$ cat src/rtl/bus_source_arbiter_pkg.sv
// Shared definitions for the bus source arbiter: sizes, FSM states, index helper.
// Latency: n/a (types and constants only).
// Backpressure: n/a.
package bus_arb_pkg;

  localparam int N_SRC  = 8;
  localparam int SEL_W  = 3;
  localparam int HOLD_W = 4;

  typedef enum logic {
    ARB_IDLE,
    ARB_GRANTED
  } arb_state_t;

  // Turn a mux select index into the matching one-hot grant vector.
  function automatic logic [N_SRC-1:0] sel2onehot(input logic [SEL_W-1:0] s);
    return N_SRC'(1) << s;
  endfunction

endpackage

$ cat src/rtl/bus_source_arbiter_if.sv
// Request/grant bundle between the control unit, the arbiter and the bus mux.
// Latency: n/a (wires only).
// Backpressure: none; REQ is level-sensitive and held by the requester until served.
//
// Signals:
//   REQ       per-source bus request, driven by the requesters (master side)
//   GNT       one-hot grant, all-zero when idle
//   SEL       {S2,S1,S0} for the 8:1 bus mux
//   BUS_VALID high whenever GNT is non-zero
//   HOLD_CNT  cycles the current grantee has held the bus
interface bus_source_arbiter_if;
  import bus_arb_pkg::*;

  logic [N_SRC-1:0]  REQ;
  logic [N_SRC-1:0]  GNT;
  logic [SEL_W-1:0]  SEL;
  logic              BUS_VALID;
  logic [HOLD_W-1:0] HOLD_CNT;

  modport master (
    output REQ,
    input  GNT, SEL, BUS_VALID, HOLD_CNT
  );

  modport slave (
    input  REQ,
    output GNT, SEL, BUS_VALID, HOLD_CNT
  );

endinterface

$ cat src/rtl/bus_source_arbiter_rr_pick.sv
// Round-robin search: first set request bit strictly after ptr, wrapping back to ptr itself last.
// Latency: combinational, zero cycles.
// Backpressure: none.
//
// Ports:
//   req   [7:0] candidate requests
//   ptr   [2:0] last granted index (lowest priority)
//   found       any req bit set
//   idx   [2:0] winning index (0 when nothing found)
module rr_pick
  import bus_arb_pkg::*;
(
  input  logic [N_SRC-1:0] req,
  input  logic [SEL_W-1:0] ptr,
  output logic             found,
  output logic [SEL_W-1:0] idx
);

  always_comb begin
    logic [SEL_W-1:0] cand;
    found = 1'b0;
    idx   = '0;
    cand  = '0;
    // Offsets 1..8; offset 8 wraps modulo 8 onto ptr so the last grantee is tried last.
    for (int k = 1; k <= N_SRC; k++) begin
      cand = ptr + SEL_W'(k);
      if (!found && req[cand]) begin
        found = 1'b1;
        idx   = cand;
      end
    end
  end

endmodule

$ cat src/rtl/bus_source_arbiter.sv
// Round-robin owner of the 8:1 internal bus mux select with bounded hold (MAX_HOLD) under contention.
// Latency: REQ sampled at a rising edge is reflected in GNT/SEL right after that edge; zero-bubble handover.
// Backpressure: none; requesters hold REQ until granted, a lone requester may keep the bus indefinitely.
//
// Ports:
//   CLK    system clock, rising edge
//   RST_N  asynchronous active-low reset
//   bus    slave side of bus_source_arbiter_if (REQ in; GNT, SEL, BUS_VALID, HOLD_CNT out, all registered)
module bus_source_arbiter
  import bus_arb_pkg::*;
#(
  parameter int MAX_HOLD = 4   // 1..15
)(
  input  logic                  CLK,
  input  logic                  RST_N,
  bus_source_arbiter_if.slave   bus
);

  localparam logic [HOLD_W-1:0] MAX_H = HOLD_W'(MAX_HOLD);

  arb_state_t        state_q, state_d;
  logic [SEL_W-1:0]  ptr_q,   ptr_d;
  logic [N_SRC-1:0]  gnt_q,   gnt_d;
  logic [SEL_W-1:0]  sel_q,   sel_d;
  logic              valid_q, valid_d;
  logic [HOLD_W-1:0] hold_q,  hold_d;

  logic [N_SRC-1:0]  req_m;
  logic              pick_found;
  logic [SEL_W-1:0]  pick_idx;
  logic              take;

  // Exclude the current grantee from the search; in IDLE gnt_q is zero so every
  // requester competes, with the last grantee searched last.
  assign req_m = bus.REQ & ~gnt_q;

  rr_pick u_pick (
    .req   (req_m),
    .ptr   (ptr_q),
    .found (pick_found),
    .idx   (pick_idx)
  );

  always_comb begin
    state_d = state_q;
    ptr_d   = ptr_q;
    gnt_d   = gnt_q;
    sel_d   = sel_q;
    valid_d = valid_q;
    hold_d  = hold_q;
    take    = 1'b0;

    case (state_q)
      ARB_IDLE: begin
        if (pick_found) take = 1'b1;
      end
      ARB_GRANTED: begin
        // ptr_q always equals the grantee's index while GRANTED.
        if (!bus.REQ[ptr_q]) begin
          if (pick_found) begin
            take = 1'b1;
          end else begin
            // SEL deliberately left alone so the mux output stays stable while idle.
            state_d = ARB_IDLE;
            gnt_d   = '0;
            valid_d = 1'b0;
            hold_d  = '0;
          end
        end else if (hold_q < MAX_H) begin
          hold_d = hold_q + 1'b1;
        end else if (pick_found) begin
          take = 1'b1;
        end
        // Otherwise: expired but uncontested, keep the bus with HOLD_CNT pinned at MAX_HOLD.
      end
      default: begin
        state_d = ARB_IDLE;
        gnt_d   = '0;
        valid_d = 1'b0;
        hold_d  = '0;
      end
    endcase

    if (take) begin
      state_d = ARB_GRANTED;
      ptr_d   = pick_idx;
      gnt_d   = sel2onehot(pick_idx);
      sel_d   = pick_idx;
      valid_d = 1'b1;
      hold_d  = HOLD_W'(1);
    end
  end

  always_ff @(posedge CLK or negedge RST_N) begin
    if (!RST_N) begin
      state_q <= ARB_IDLE;
      ptr_q   <= SEL_W'(N_SRC - 1);   // index 0 gets first priority out of reset
      gnt_q   <= '0;
      sel_q   <= '0;
      valid_q <= 1'b0;
      hold_q  <= '0;
    end else begin
      state_q <= state_d;
      ptr_q   <= ptr_d;
      gnt_q   <= gnt_d;
      sel_q   <= sel_d;
      valid_q <= valid_d;
      hold_q  <= hold_d;
    end
  end

  assign bus.GNT       = gnt_q;
  assign bus.SEL       = sel_q;
  assign bus.BUS_VALID = valid_q;
  assign bus.HOLD_CNT  = hold_q;

endmodule

$ cat src/flat_wrapper.sv
// flat-port wrapper written by rule: the top's interface ports become plain ports
module bus_source_arbiter_flat import bus_arb_pkg::*;
#(
  parameter int MAX_HOLD = 4           
)
  (CLK, RST_N, bus_REQ, bus_GNT, bus_SEL, bus_BUS_VALID, bus_HOLD_CNT);
  bus_source_arbiter_if bus_i ();
  input  logic CLK;
  input  logic RST_N;
  input wire logic [$bits(bus_i.REQ)-1:0] bus_REQ;
  output wire logic [$bits(bus_i.GNT)-1:0] bus_GNT;
  output wire logic [$bits(bus_i.SEL)-1:0] bus_SEL;
  output wire logic [$bits(bus_i.BUS_VALID)-1:0] bus_BUS_VALID;
  output wire logic [$bits(bus_i.HOLD_CNT)-1:0] bus_HOLD_CNT;
  assign bus_i.REQ = bus_REQ;
  assign bus_GNT = bus_i.GNT;
  assign bus_SEL = bus_i.SEL;
  assign bus_BUS_VALID = bus_i.BUS_VALID;
  assign bus_HOLD_CNT = bus_i.HOLD_CNT;
  bus_source_arbiter #(.MAX_HOLD(MAX_HOLD)) u_core (.CLK(CLK), .RST_N(RST_N), .bus(bus_i));
endmodule
$ cat config.mk
export PLATFORM = sky130hd
export DESIGN_NAME = bus_source_arbiter_flat
export DESIGN_NICKNAME = d
export VERILOG_FILES = /design/src/rtl/bus_source_arbiter_pkg.sv /design/src/rtl/bus_source_arbiter_if.sv /design/src/rtl/bus_source_arbiter_rr_pick.sv /design/src/rtl/bus_source_arbiter.sv /design/src/flat_wrapper.sv
export SDC_FILE = /design/constraint.sdc
export NUM_CORES = 1
export LEC_CHECK = 0
export CORE_UTILIZATION = 25
export CTS_BUF_LIST = sky130_fd_sc_hd__clkbuf_4 sky130_fd_sc_hd__clkbuf_8 sky130_fd_sc_hd__clkbuf_16
export DETAILED_ROUTE_END_ITERATION = 16
export GPL_ROUTABILITY_DRIVEN = 0
export REMOVE_ABC_BUFFERS = 1
export SLEW_MARGIN = 10
export SYNTH_ARGS = -nofsm -noshare
export SYNTH_HDL_FRONTEND = slang
export SYNTH_HIERARCHICAL = 1
export SYNTH_SLANG_ARGS = --single-unit
$ cat constraint.sdc
create_clock -name CLK -period 5.9 [get_ports CLK]
set_input_delay 1.77 -clock CLK [delete_from_list [all_inputs] [get_ports CLK]]
set_output_delay 1.77 -clock CLK [all_outputs]
set_load 0.02 [all_outputs]
After elaboration in Yosys (flattened, before gate mapping)
Index checks and enable logic that the tools add are counted.

Shifts and indexed selects: 1. Bitwise operators: 3. Add/sub/neg operators: 8. Equal/unequal tests: 4. Mux-type cells: 54. $lt $le $gt $ge: 9. Reductions and logical operators: 17.

Operators with widths (count): $lt 3x4->1 const B (8); $mux 8 (4); $bmux 1 s3 (9); $mux 1 (27); $mux 3 (8); $mux 4 (5); $add 3x3->3 const B (4); $and 8x8->8 (1); $not 8->8 (1); $shl 1x3->8 const A (1); $logic_and 1x1->1 (7); $logic_not 1->1 (7); $add 3x2->3 const B (2); $reduce_and 3->1 (2); $add 4x1->4 const B (1); $lt 4x3->1 const B (1); $add 3x1->3 const B (1); $ne 3x2->1 const B (1); $ne 3x3->1 const B (1); $ne 2x1->1 const B (1); $ne 2x2->1 const B (1); $pmux 1 s2 (1); $reduce_bool 2->1 (1); $not 1->1 (1).

Output and inout port bits: 16. Logic and storage cells: 102. Input bits: 10. Register bits: 20.

Depth between registers and ports, before layout
Depth in word-level cells: 32. Depth in mapped cells: 15. Gate-level depth less buffers: 11.

Hierarchy
The synthesis kept the hierarchy.

By module, submodules not included: bus_source_arbiter (seq. area each 504.2 sq um, times used 1, cells an instance 96, area each 1063.5 sq um); rr_pick (seq. area each 0.0 sq um, times used 1, cells an instance 93, area each 785.8 sq um).

Worst setup path before layout
Ideal clock, no wire load.

Path kind: input-to-reg. Start: input bus_REQ[3]. End: register u_core.sel_q[0] (netlist: u_core/bus.SEL[0]). Path buffers: 2. Slack: 1.495 ns. Cell stages on the path: 10. Data required time: 5.775 ns. Arrival time: 4.280 ns. Library setup time: 0.125 ns. Cell sequence: nor2b_1 -> mux4_1 -> mux2_1 -> or4_1 -> buf_2 -> nor3_2 -> nand2_1 -> buf_6 -> o31a_4 -> mux2_4.

Cells in the longest elaborated chain, start to end: 29. Elaborated cells on any way between the ends: 53.

Ends and longest elaborated chain: from (decl) (RTL line flat_wrapper.sv:10) `input wire logic [$bits(bus_i.REQ)-1:0] bus_REQ;`; $and 8x8->8 (*) (RTL line bus_source_arbiter.sv:35) `assign req_m = bus.REQ & ~gnt_q;`; $bmux 1 s3 (RTL line bus_source_arbiter_rr_pick.sv:27) `if (!found && req[cand]) begin`; $mux 1 (implied by the code) (RTL line bus_source_arbiter_rr_pick.sv:27); $mux 1 (RTL line bus_source_arbiter_rr_pick.sv:27); $logic_not 1->1 (RTL line bus_source_arbiter_rr_pick.sv:27); $logic_and 1x1->1 (RTL line bus_source_arbiter_rr_pick.sv:27); $mux 1 (RTL line bus_source_arbiter_rr_pick.sv:27); $logic_not 1->1 (RTL line bus_source_arbiter_rr_pick.sv:27); (+14 left out); $logic_not 1->1 (RTL line bus_source_arbiter_rr_pick.sv:27); $logic_and 1x1->1 (RTL line bus_source_arbiter_rr_pick.sv:27); $mux 1 (*) (RTL line bus_source_arbiter_rr_pick.sv:27); net u_core.pick_found (RTL line bus_source_arbiter.sv:29) `logic pick_found;`; $mux 1 (*) (RTL line bus_source_arbiter.sv:55, bus_source_arbiter.sv:60, bus_source_arbiter.sv:71); $mux 1 (RTL line bus_source_arbiter.sv:69) `end else if (hold_q < MAX_H) begin`; $mux 1 (RTL line bus_source_arbiter.sv:59) `if (!bus.REQ[ptr_q]) begin`; $pmux 1 s2 (*) (RTL line bus_source_arbiter.sv:53) `case (state_q)`; to (signal assigned) (RTL line bus_source_arbiter.sv:106) `sel_q <= sel_d;`; to (decl) (RTL line bus_source_arbiter.sv:24) `logic [SEL_W-1:0] sel_q, sel_d;`.

Mark *: on every way through the listed nets, which the timed path passes. The rest lies on a longest branch. The select of a mux whose other input is x is not followed. A chain may end at the register's enable or synchronous reset.

Worst setup path in the final report
Start: input bus_REQ[0]. End: register u_core.sel_q[0] (netlist: u_core/bus.SEL[0]).

Cells in the longest elaborated chain, start to end: 29. Elaborated cells on any way between the ends: 53.

Ends and longest elaborated chain: $and 8x8->8 (*) (RTL line bus_source_arbiter.sv:35); net u_core.req_m[0] (RTL line bus_source_arbiter.sv:28) `logic [N_SRC-1:0] req_m;`; $bmux 1 s3 (RTL line bus_source_arbiter_rr_pick.sv:27); $mux 1 (implied by the code) (RTL line bus_source_arbiter_rr_pick.sv:27); $mux 1 (RTL line bus_source_arbiter_rr_pick.sv:27); $logic_not 1->1 (RTL line bus_source_arbiter_rr_pick.sv:27); $logic_and 1x1->1 (RTL line bus_source_arbiter_rr_pick.sv:27); $mux 1 (RTL line bus_source_arbiter_rr_pick.sv:27); (+15 left out); $logic_not 1->1 (RTL line bus_source_arbiter_rr_pick.sv:27); $logic_and 1x1->1 (RTL line bus_source_arbiter_rr_pick.sv:27); $mux 1 (*) (RTL line bus_source_arbiter_rr_pick.sv:27); net u_core.pick_found (RTL line bus_source_arbiter.sv:29); $mux 1 (*) (RTL line bus_source_arbiter.sv:55, bus_source_arbiter.sv:60, bus_source_arbiter.sv:71); $mux 1 (RTL line bus_source_arbiter.sv:69); $mux 1 (RTL line bus_source_arbiter.sv:59); $pmux 1 s2 (*) (RTL line bus_source_arbiter.sv:53).

Marks and branches as above.

==> metrics.txt <==
outcome=finished, final reports clean; GRT overflow=0; number of max-slew violations in the final report=0; die area=7740 µm²; top cells by area, synth=dfrtp_1 23%, mux4_1 7.1%, mux2_4 6.5%; number of buffers added on ports=25; Setup TNS Final=0 ns; crit end category=register; Slew HR=38.3%; ys async rst share=100%; most used flip-flop cell after synthesis=dfrtp_1; final worst slack=0.931 ns; FF-to-FF Start=u_core/ptr_q[0]; max-cap violations=0; Iteration-0 DRC Markers=116; Routed WL=4570 µm; Residual DRC=0; register area share after synthesis=27.3%; reg2reg setup slack=1.73 ns; slowest stage cell, crit path=or4_1; H-tree Lvls=1; Max Fclk=201 MHz; clock sink count=20; mux cell area share after synthesis=25.8%; setup violators final=0; post-route antenna net violation count=0; top cell type's share of synthesized area=23.0%; # IOs=26; drt wl/cell=15.1 µm; CP Class=input pin to register; Via Count=1572; DRT Pass-1 Iters=4; initial antenna violation count=0; post-CTS setup repair buffer count=0; R2R depth=9; Avg Inst Size Synth=9.78 µm²; TritonCTS Buffers=3; R2R Path End=u_core/bus.SEL[0]; largest family of logic cells by synthesized area=multiplexers; synthesized cell area=1850 µm²; CTS Hold Bufs=0; Via density=5.19; layout cells sized above 1=13.0%; worst slack at placement=0.713 ns; Post-CTS Resized=0; Synth Area in Compound Gates=20.0%; Initial Util=26.5%; Die Y=88.0 µm; Synth area leader=dfrtp_1; HPWL Detailed=3350 µm; Tcrit/Tclk final=84.2%; vias in the first global route=1493; family with the most delay on the worst path=simple AND/OR/NAND/NOR gates; Simple-Gate Fraction of Synth Area=17.6%; Cell Area, Placed=2140 µm²; P&R area growth vs syn=18.4%; gr usage total=12.5%; Worst-Skew Late Latency=0.25 ns; WHS Endpoint=u_core/bus.SEL[1]; Core Box Area=6980 µm²; first-pass GRT wire length=7610 µm; final instance area=2190 µm²; ANT cells=0; critical-path cell list=clkdlybuf4s50_1 > nor2b_1 > mux4_1 > mux2_1 > or4_1 > nor3_2 > nand2_1 > o31a_4 > mux2_4; Clock Path Buffers=2; crit path buf inv count=1; Reg clk slew, reported paths=0.07 ns; slowest stage delay, CP=0.63 ns; final hold violations=0; CP startpoint kind=input pin; Yosys cell types=54; M1 GR Usage=17.0%; Die Width=88.0 µm; Post-synth EDFFs=0; worst slew pin tran=0.922 ns; Synth Area in Adders=2.03%; Min Clock Period, post-route=4.97 ns; Req. time, crit path=6.04 ns; unrepaired setup endpoints after global routing=false; Hold Crit Depth=1; area of the multi-input gates=1240 µm²; clock root buffer=clkbuf_8; Setup Skew=0.00319 ns; FILL cells=756; Critical Path AT=5.11 ns; largest net degree at the start of global routing=22; Post-Synthesis Cells=189; met3 GRT Util=0.943%; Layout Nets=221; CTS tree=done; gr busiest metal=met2; met2 Usage GRT=20.8%; FP Rows=30; Yosys reg bits=20; Synth Warn #=6; Synth Area in XOR/XNOR=1.42%; Reg area=504 µm²; hold path start=u_core/bus.SEL[1]; worst-path fanout max=9; path category of the worst min-delay check=register to register
==> metrics by stage <==
stage	hold slack, ns	std cells	util [%]
floorplan	0.544	178	-
global placement	0.509	299	30.7
detailed placement	0.503	299	30.7
CTS	0.522	303	31.4
global route	0.553	303	31.4
finish	0.514	303	31.4
==> registers in the layout, summed over array words and instances (netlist names) <==
| name | cells |
|---|---|
| u_core/state_q | 1 |
| u_core/bus.HOLD_CNT | 4 |
| u_core/ptr_q | 3 |
| u_core/bus.SEL | 3 |
| u_core/bus.GNT | 8 |
| u_core/bus.BUS_VALID | 1 |
==> Yosys cell counts (all sizes together) (2+ instances only) <==
master   n
nand2   19
dfrtp   17
mux2    17
o22ai   11
nor2    10
nor2b   10
a21oi    9
buf      8
inv      8
mux2i    8
mux4     7
nor3     5
o31ai    4
a31oi    3
clkbuf   3
dfstp    3
ha       3
nand3    3
nor3b    3
o21ai    3
a211o    2
a211oi   2
a22oi    2
nand2b   2
nand3b   2
nor4     2
o211ai   2
o21a     2
or4      2
xor2     2
==> placed cells by master, fill, tap and decap left out, drive strengths merged, types with 2 or more instances in the layout <==
master / count
o211ai: 2
a211o: 2
a21oi: 9
o21a: 2
clkdlybuf4s50: 25
nand2b: 2
xor2: 2
o22ai: 11
mux2i: 8
nor3b: 3
dfstp: 3
nand2: 19
a22oi: 2
dfrtp: 17
inv: 8
clkbuf: 4
nand3b: 2
nor2: 10
a31oi: 3
mux4: 7
nand3: 3
nor4: 2
ha: 3
a211oi: 2
nor2b: 10
o21ai: 3
o31ai: 4
nor3: 5
mux2: 17
or4: 2
==> kinds of logic (layout without fill, tap and decap cells) <==
| group | after synthesis | count (layout) |
|---|---|---|
| simple gates | 62 | 62 |
| compound gates | 50 | 50 |
| mux | 32 | 32 |
| flops | 20 | 20 |
| buf+inv | 19 | 37 |
| fa+ha+maj | 3 | 3 |
| xor+xnor | 3 | 3 |
==> layout make-up <==
class	count	share of cell area (%)
Clock buffer	4	2.23
Timing Repair Buffer	25	11.4
Tap cell	96	5.49
Multi-Input combinational cell	150	56.5
Sequential cell	20	23.0
Inverter	8	1.37
==> per-layer routing <==
| metal | vias up | routed length, µm |
|---|---|---|
| li1 | 756 | - |
| met2 | 39 | 2200 |
| met3 | 5 | 160 |
| met1 | 772 | 2160 |
| met5 | - | 0 |
| met4 | 0 | 54 |
==> how the worst max path moves through the flow <==
stage / to / cells past startpoint / slack, ns / startpoint
finish: u_core/bus.SEL[0] / 9 / 0.93 / bus_REQ[0]
CTS: u_core/bus.SEL[0] / 9 / 0.97 / bus_REQ[0]
floorplan: u_core/bus.SEL[0] / 8 / 1.48 / bus_REQ[3]
detailed placement: u_core/bus.SEL[0] / 9 / 0.71 / bus_REQ[0]
global placement: u_core/bus.SEL[1] / 9 / 0.73 / bus_REQ[1]
global route: u_core/bus.GNT[1] / 10 / 0.72 / bus_REQ[0]
Power is not shown: default switching activity piles up to over one toggle a cycle in this logic, so the estimate is an artifact.
==> variant: new RTL, same flow settings <==
Set the package constant `N_SRC` to 4 (it was 8).
--- a/src/rtl/bus_source_arbiter_pkg.sv
+++ b/src/rtl/bus_source_arbiter_pkg.sv
@@ -3,7 +3,7 @@
 // Backpressure: n/a.
 package bus_arb_pkg;
 
-  localparam int N_SRC  = 8;
+  localparam int N_SRC  = 4;
   localparam int SEL_W  = 3;
   localparam int HOLD_W = 4;
 
Ports: changed (resized bus_GNT and bus_REQ); port bits go from 26 to 18. The function was not compared with the original's and may differ.
==> variant against the unedited design <==
Via count down 41%; routed wire length is 46% lower; synthesized area down 39%; sequential cell count fell by 5; highest routed layer unchanged; clock skew grew 2.6 ps; final area shrank 38%; worst setup slack improved by 700 ps; largest cell class unchanged.
==> variant: results (changes against the unedited design) <==
[grt]
grtUsageTotal = 0.109  ; -0.0164
grt_first_pass_wirelength_mm = 4.32  ; -43%
grt_max_degree = 18  ; -18%

[critical_path]
cpPeakStageDelay_ps = 560  ; -70 ps
timing.reg2reg.setup_slack_ps = 2790  ; +1060 ps
critical_path.startpoint = bus_REQ[1]
worst_path_dominant_cell_family = simple AND/OR/NAND/NOR gates
worst_ep_arrival_time_ps = 4390  ; -720 ps
worstRegToRegCells = 8  ; -1
crit_end = u_core/bus.GNT[0]
worstPathMaxFanout = 10  ; +1

[logic_synthesis]
synthCells = 109  ; -42%
post_synthesis_share_of_cell_area_spent_on_full_adders_half_adders_and_majority_gates = 0.0331  ; +0.0129
synth_top_cells_by_count = 13 x dfrtp_1, 9 x nor2b_1, 8 x inv_1, 8 x nand2_1, 6 x mux2_2
muxShareOfSynthArea = 0.180  ; -0.0783
synth_sequential_area_ratio = 0.334  ; +0.0610
synth_area_leaders = dfrtp_1 29%, mux4_2 8.0%, mux2_2 6.0%
synth_area_in_compound_gates = 0.204  ; +0.00483
yosys.area_share.xor_xnor = 0  ; -0.0142
synth.distinct_cells = 44  ; -19%

[place]
dp.cells = 171  ; -43%
port_buffer_count = 17  ; -32%
placed_area_mm2 = 0.00132  ; -38%
place_worst_setup_slack_ps = 1400  ; +688 ps
dpl.hpwl_mm = 1.84  ; -45%

[sta]
final.setup_skew_ps = 5.80  ; +2.61 ps
timing.hold.ws_ps = 530  ; +16.1 ps
max_clock_freq_ghz = 0.234  ; +16%

[route]
drt-wirelength-per-cell_um = 14.1  ; -6.5%
detailroute.via_count = 927  ; -41%
detail_route.wirelength_mm = 2.47  ; -46%
drt_iter0_drc = 42  ; -64%

[finish]
num-nets-final = 133  ; -40%
drive_gt1_frac = 0.163  ; +0.0322
layout.filler_cells = 419  ; -45%

[status]
outcome = completed

[worst_hold_path]
min_delay_endpoint = u_core/bus.SEL[1]

==> variant: changes by cell type after synthesis, moves of 4 or more <==
cell / change
mux2_4: -8
mux4_1: -4
nor3_1: -4
mux2i_1: -6
a21oi_1: -6
o22ai_1: -10
mux2_1: -5
o31ai_1: -4
nand2_1: -11
nor2_1: -5
dfrtp_1: -4
==> variant: area by class of cell <==
type	count	area, µm²	area share
Multi-Input combinational cell	79	674	0.494
Sequential cell	15	378	0.277
Timing Repair Buffer	17	170	0.125
Tap cell	52	65.1	0.0476
Clock buffer	4	48.8	0.0357
Inverter	8	30.0	0.0220
==> variant: per-layer routing <==
| layer | track usage | share of wire | up-vias |
|---|---|---|---|
| li1 | - | - | 440 |
| met1 | 0.158 | 0.45 | 451 |
| met2 | 0.155 | 0.48 | 30 |
| met3 | 0.0131 | 0.051 | 6 |
| met4 | 0.0612 | 0.018 | 0 |
| met5 | 0 | 0 | - |
